## src/rtl/serial_adder_unit.sv

```systemverilog
// -----------------------------------------------------------------------------
// serial_adder_unit
//
// Bit-serial WIDTH-bit adder for the Mini 8-bit CPU datapath. A start pulse
// latches both operands and the carry-in. One bit per clock then passes
// LSB-first through a single FullAdder, with the carry held in a flip-flop
// between bits. The finished sum goes to registered outputs together with
// carry, zero and signed-overflow flags and a one-cycle done pulse.
//
// Optional feature macro: SERIAL_SUB_EN
//   defined   -> adds the `sub` port. Subtraction is A + ~B + 1.
//   undefined -> add only. No `sub` port, no B inversion, no sub register.
//
// Parameters
//   WIDTH   operand/result width, 2..32 (default 8)
//
// Ports
//   clk     rising-edge clock
//   rst_n   synchronous active-low reset; clears state and all outputs
//   start   request an operation (sampled only in IDLE)
//   op_a    operand A, latched on accepted start
//   op_b    operand B, latched on accepted start
//   cin     carry-in, latched on accepted start (ignored when subtracting)
//   sub     subtract select (SERIAL_SUB_EN only), latched on accepted start
//   busy    high while SHIFT or DONE
//   done    one-cycle pulse when result and flags become valid
//   result  sum or difference
//   cout    final carry (in subtract mode, 1 = no borrow)
//   zero    result == 0
//   ovf     signed two's-complement overflow
// -----------------------------------------------------------------------------

module FullAdder (
   input  logic a,
   input  logic b,
   input  logic cin,
   output logic sum,
   output logic cout
);
   assign sum  = a ^ b ^ cin;
   assign cout = (a & b) | (a & cin) | (b & cin);
endmodule

module serial_adder_unit #(
   parameter int WIDTH = 8
) (
   input  logic             clk,
   input  logic             rst_n,
   input  logic             start,
   input  logic [WIDTH-1:0] op_a,
   input  logic [WIDTH-1:0] op_b,
   input  logic             cin,
`ifdef SERIAL_SUB_EN
   input  logic             sub,
`endif
   output logic             busy,
   output logic             done,
   output logic [WIDTH-1:0] result,
   output logic             cout,
   output logic             zero,
   output logic             ovf
);

   localparam int CNT_W = $clog2(WIDTH);

   typedef enum logic [1:0] {
      S_IDLE  = 2'd0,
      S_SHIFT = 2'd1,
      S_DONE  = 2'd2
   } state_t;

   state_t           r_state;
   state_t           w_next;

   logic [WIDTH-1:0] r_a;
   logic [WIDTH-1:0] r_b;
   logic [WIDTH-1:0] r_acc;      // partial sums stay here, never on result
   logic             r_carry;
   logic [CNT_W-1:0] r_cnt;

   logic             r_busy;
   logic             r_done;
   logic [WIDTH-1:0] r_result;
   logic             r_cout;
   logic             r_zero;
   logic             r_ovf;

   logic             w_last;
   logic             w_b_bit;
   logic             w_init_carry;
   logic             w_sum;
   logic             w_cout;
   logic [WIDTH-1:0] w_acc_next;

`ifdef SERIAL_SUB_EN
   logic             r_sub;

   // Subtract is A + ~B + 1: invert B serially and force the initial carry.
   assign w_b_bit      = r_b[0] ^ r_sub;
   assign w_init_carry = sub | cin;
`else
   assign w_b_bit      = r_b[0];
   assign w_init_carry = cin;
`endif

   FullAdder u_fa (
      .a    (r_a[0]),
      .b    (w_b_bit),
      .cin  (r_carry),
      .sum  (w_sum),
      .cout (w_cout)
   );

   assign w_last     = (r_cnt == CNT_W'(WIDTH - 1));
   assign w_acc_next = {w_sum, r_acc[WIDTH-1:1]};

   // State register
   always_ff @(posedge clk) begin
      if (!rst_n) r_state <= S_IDLE;
      else        r_state <= w_next;
   end

   // Next-state logic
   always_comb begin
      w_next = r_state;
      case (r_state)
         S_IDLE:  if (start)  w_next = S_SHIFT;
         S_SHIFT: if (w_last) w_next = S_DONE;
         S_DONE:              w_next = S_IDLE;
         default:             w_next = S_IDLE;
      endcase
   end

   // Datapath and registered outputs
   always_ff @(posedge clk) begin
      if (!rst_n) begin
         r_a      <= '0;
         r_b      <= '0;
         r_acc    <= '0;
         r_carry  <= 1'b0;
         r_cnt    <= '0;
`ifdef SERIAL_SUB_EN
         r_sub    <= 1'b0;
`endif
         r_busy   <= 1'b0;
         r_done   <= 1'b0;
         r_result <= '0;
         r_cout   <= 1'b0;
         r_zero   <= 1'b0;
         r_ovf    <= 1'b0;
      end else begin
         r_busy <= (w_next != S_IDLE);
         r_done <= (w_next == S_DONE);
         case (r_state)
            S_IDLE: begin
               if (start) begin
                  r_a     <= op_a;
                  r_b     <= op_b;
                  r_carry <= w_init_carry;
                  r_cnt   <= '0;
`ifdef SERIAL_SUB_EN
                  r_sub   <= sub;
`endif
               end
            end
            S_SHIFT: begin
               r_a     <= {1'b0, r_a[WIDTH-1:1]};
               r_b     <= {1'b0, r_b[WIDTH-1:1]};
               r_acc   <= w_acc_next;
               r_carry <= w_cout;
               r_cnt   <= r_cnt + CNT_W'(1);
               if (w_last) begin
                  // r_carry here is the carry into the MSB (c_msb).
                  r_result <= w_acc_next;
                  r_cout   <= w_cout;
                  r_zero   <= ~|w_acc_next;
                  r_ovf    <= r_carry ^ w_cout;
               end
            end
            default: ;
         endcase
      end
   end

   assign busy   = r_busy;
   assign done   = r_done;
   assign result = r_result;
   assign cout   = r_cout;
   assign zero   = r_zero;
   assign ovf    = r_ovf;

endmodule

```

## config.mk

```make
export PLATFORM = sky130hd
export DESIGN_NAME = serial_adder_unit
export DESIGN_NICKNAME = d
export VERILOG_FILES = /design/src/rtl/serial_adder_unit.sv
export SDC_FILE = /design/constraint.sdc
export NUM_CORES = 1
export LEC_CHECK = 0
export CORE_MARGIN = 2
export CORE_UTILIZATION = 55
export CTS_CLUSTER_DIAMETER = 120
export DETAILED_ROUTE_END_ITERATION = 8
export PLACE_DENSITY = 0.82
export SETUP_SLACK_MARGIN = 0.15
export SLEW_MARGIN = 15
export SYNTH_ARGS = -nofsm -noshare
export SYNTH_HDL_FRONTEND = slang
export SYNTH_HIERARCHICAL = 1
export SYNTH_SLANG_ARGS = --single-unit
export TNS_END_PERCENT = 50
```

## constraint.sdc

```tcl
create_clock -name clk -period 2.6 [get_ports clk]
set_input_delay 0.65 -clock clk [delete_from_list [all_inputs] [get_ports clk]]
set_output_delay 0.65 -clock clk [all_outputs]
set_load 0.02 [all_outputs]
```

* After elaboration in Yosys (flattened, before gate mapping)
Cells that the tools add are included.
Storage, ports and cells: output and inout port bits 13, word-level logic and storage cells 43, bits in registers 43
Cells by class: add/subtract/negate cells 1, bitwise gates (word level) 8, mux-type cells 11, reductions and logical operators 7, equal/unequal tests 4
Operators by type and width (count):
- $pmux W8 S2 | 2
- $mux W8 | 2
- $reduce_or A8 Y1 | 1
- $pmux W3 S2 | 1
- $mux W2 | 2
- $pmux W2 S2 | 1
- $reduce_and A2 Y1 | 2
- $reduce_bool A2 Y1 | 2
- $add A3 B1 Y3 const B | 1
- $and A1 B1 Y1 | 3
- $eq A3 B3 Y1 const B | 1
- $mux W3 | 1
- $xor A1 B1 Y1 | 3
- $eq A2 B1 Y1 const B | 1
- $eq A2 B2 Y1 const B | 1
- $logic_not A2 Y1 | 1
- $ne A2 B2 Y1 const B | 1
- $or A1 B1 Y1 | 2
- $pmux W1 S2 | 1
- $logic_not A1 Y1 | 1
- $mux W1 | 1

* Logic depth before layout (Yosys ltp)
depth after elaboration 4, gate-level depth with buffers 7, mapped depth without buffers 5

* By module
Netlist, hierarchy kept.
Modules (own cells, without submodules):
- serial_adder_unit | cells each 198, seq. area each 840.8 sq um, area an instance 1801.7 sq um, instances 1
- FullAdder | cells each 1, seq. area each 0.0 sq um, area an instance 20.0 sq um, instances 1

* Least setup slack after synthesis
No wires, ideal clock.
path type input -> register, from input port start, to register r_a[0], required time 2.481 ns, buffers on the path 3, stages 5, slack 1.054 ns, data arrival time 1.427 ns, cells stage by stage buf_2 o21ba_1 buf_6 buf_6 o221a_1
On the way: longest elaborated chain between the ends 2
RTL lines:
- from (decl) | line 49 | input logic start,
- $ne A2 B2 Y1 (no line)
- $reduce_and A2 Y1 (no line)
- to (signal assigned) | line 157 | r_a <= op_a;
- to (signal assigned) | line 167 | r_a <= {1'b0, r_a[WIDTH-1:1]};
- to (decl) | line 75 | logic [WIDTH-1:0] r_a;
Every way passes these cells. A chain may end at the register's enable or synchronous reset.

* Worst setup path in the final report
from register r_cout, in the netlist cout, to output port cout
RTL lines:
- from (decl) | line 84 | logic r_cout;
- from (signal assigned) | line 175 | r_cout <= w_cout;
- to (decl) | line 59 | output logic cout,
No word-level cell between the ends.

==> impl_metrics.toml <==
[logic_synthesis]
syn_inst = 199
ys_types = 27
synth_edf_count = 0
syn-num-nets = 222
netlist_area_mm2 = 0.001822
avgSynthCellArea_um2 = 9.155
synth_seq_cells = 42
async_flop_share = 0
yosysWarnings = 6
yosysSeqAreaShare = 0.4615
ys.flop_type = "dfxtp_1"

[final_layout]
drive_gt1_frac = 0.08772
final_common_cell = "dfxtp_1"
layout.nets = 250
antenna_cells = 0
final_area_mm2 = 0.002223
area_delta_synth_final_pct = 22.05
mostFrequentLayoutCells = "42 x dfxtp_1, 35 x nand2_1, 32 x clkdlybuf4s50_1"

[cts]
post_cts.repair.setup_buffers = 0
cts_max_path_buffers = 2
cts_max_level = 2
cts_resized = 0
root_buffer = "clkbuf_4"
clkSlewWorstSetupHoldPaths_ns = 0.12
postCtsHoldBufs = 0
numClockSinks = 42
cts_tree = "done"
cts_made_buffers = 5
clkLatencyLatePin_ns = 0.36

[place]
pre_cts_ws_ns = 0.4680
placement.io_buffers = 32
hpwl_um = 2756
place_area_mm2 = 0.002145
routabilityCongestion = 0.7976

[global_route]
grt_pass1_wl_um = 6520
grt.total_usage = 0.2384
antenna_found_initial = 0
grt_max_degree = 25
grt_overflow = 0
grt_pass1_vias = 1458

[die]
die_h_um = 61.55
start_util = 0.5871
die_w_um = 61.55
core_mm2 = 0.003103
die_area_mm2 = 0.003788
boundaryPins = 33
num_rows = 20

[sta]
worst_slack_ns = 0.6253
drv_slew = 0
slew_headroom = 0.5290
fmaxAchievable_mhz = 506.4
fin_crit_sh = 0.7595
rsz0062_at_grt = "no"
skew_ns = 0.005432
period_minus_slack_ns = 1.975
finalHoldViolations = 0
setup_viol = 0
hold_slack_ns = 0.4750
finalSetupTns_ns = 0
tightest_slew_ns = 0.7051

[route]
num_vias = 1508
drc_errors = 0
ant_nets = 0
wl_um = 3881
via_per_inst = 5.544
firstDrtPassIters = 4
routedWlPerCell_um = 14.27
drtIter0Drc = 81

[run_status]
status = "finished, final reports clean"

[worst_setup_path]
cpPeakStageDelay_ns = 0.61
ff2ff_setup_slack_ns = 0.90
path_cells = "clkdlybuf4s50_1"
worst-endpoint-arrival_ns = 1.32
crit_required_ns = 1.95
crit_buf_inv = 1
r2r-end = "r_b[2]$_SDFFE_PN0P_"
critPathTopFamily = "buffers and inverters"
crit_fanout = 2
worstSetupPathType = "reg -> out"
cp-start-kind = "flip-flop"
crit_slowest_cell = "clkdlybuf4s50_1"
r2r_start = "r_state[1]$_SDFF_PN0_"
critPathCaptureType = "output port"
r2r_cells = 4

[power_and_ir_drop]
power_leakage_nw = 0.8337
ir_drop_v = 0.0003525
cellPowerDensity_mw_per_mm2 = 572.8

[min_path]
min_to = "result[0]$_SDFFE_PN0P_"
hp-start = "result[0]$_SDFFE_PN0P_"
hold_depth = 2
holdCritPathClass = "reg -> reg"

[job]
cap_viol_max_count = 0
-- layout make-up --
type	count	area, µm²
fill	254	879.6
clock buffer	6	41.29
clock inverter	2	37.54
multi-input combinational	139	879.6
sequential	42	840.8
timing repair buffer	38	365.4
inverter	1	3.754
tap	44	55.05
-- registers in the layout, indices dropped and copies added, names as in the netlist --
signal / flops
r_a: 8
r_b: 8
result: 8
r_acc: 7
r_cnt: 3
r_state: 2
busy: 1
cout: 1
done: 1
ovf: 1
r_carry: 1
zero: 1
-- metrics by stage --
step / power [W] / util / instances
4_1_cts: 0.001282 / 0.7165 / 272
3_3_place_gp: 0.0008599 / 0.6911 / 264
2_1_floorplan: 0.0008142 / - / 199
3_5_place_dp: 0.0008684 / 0.6911 / 264
6_report: 0.001273 / 0.7165 / 272
5_1_grt: 0.001342 / 0.7165 / 272
-- worst max-delay path by stage --
| stage | start | end | cells past startpoint |
|---|---|---|---|
| 6_report | cout$_SDFFE_PN0P_ | cout | 1 |
| 3_3_place_gp | start | r_carry$_SDFFE_PN0P_ | 5 |
| 4_1_cts | cout$_SDFFE_PN0P_ | cout | 1 |
| 5_1_grt | cout$_SDFFE_PN0P_ | cout | 1 |
| 2_1_floorplan | start | r_a[0]$_SDFFE_PN0P_ | 5 |
| 3_5_place_dp | start | r_a[5]$_SDFFE_PN0P_ | 4 |
-- cell usage after synthesis, types with 2 or more instances --
library cell,n,area (µm²)
a21boi_0,17,127.6
a21oi_1,15,75.07
a22oi_1,4,30.03
and2_1,3,18.77
buf_2,9,45.04
buf_6,3,33.78
clkbuf_1,5,18.77
dfxtp_1,42,840.8
ha_1,2,25.02
nand2_1,35,131.4
nor2_1,14,52.55
nor2b_1,19,118.9
nor3b_1,2,15.01
nor4_1,2,12.51
o211a_1,2,20.02
o221a_1,9,101.4
o221a_2,6,67.56
-- per-layer routing --
| layer | part of all wire | wire (µm) | vias to the layer above | GRT usage |
|---|---|---|---|---|
| met5 | 0 | 0 | - | 0 |
| met4 | 0.019 | 75 | 0 | 0.1125 |
| met3 | 0.064 | 250 | 7 | 0.06513 |
| met2 | 0.48 | 1881 | 50 | 0.3729 |
| met1 | 0.43 | 1674 | 704 | 0.3051 |
| li1 | - | - | 747 | - |
-- logic make-up (layout without fill, tap and decap cells) --
group	after synthesis	after routing	share of synthesized area
flip-flops	42	42	0.4615
buffers and inverters	18	47	0.05563
XOR/XNOR	1	1	0.004809
AO/OA/AOI/OAI	55	55	0.2411
AND/OR/NAND/NOR	80	80	0.2122
adder cells (fa/ha/maj)	3	3	0.02472
-- where the power goes --
| part | internal [W] | switching [W] | total [W] |
|---|---|---|---|
| logic | 0.0000877 | 0.0000721 | 0.000160 |
| clock network | 0.000203 | 0.000214 | 0.000417 |
| registers | 0.000673 | 0.0000238 | 0.000696 |
| total | 0.000963 | 0.000310 | 0.00127 |
Note: power is estimated with default switching activity, not from simulation.
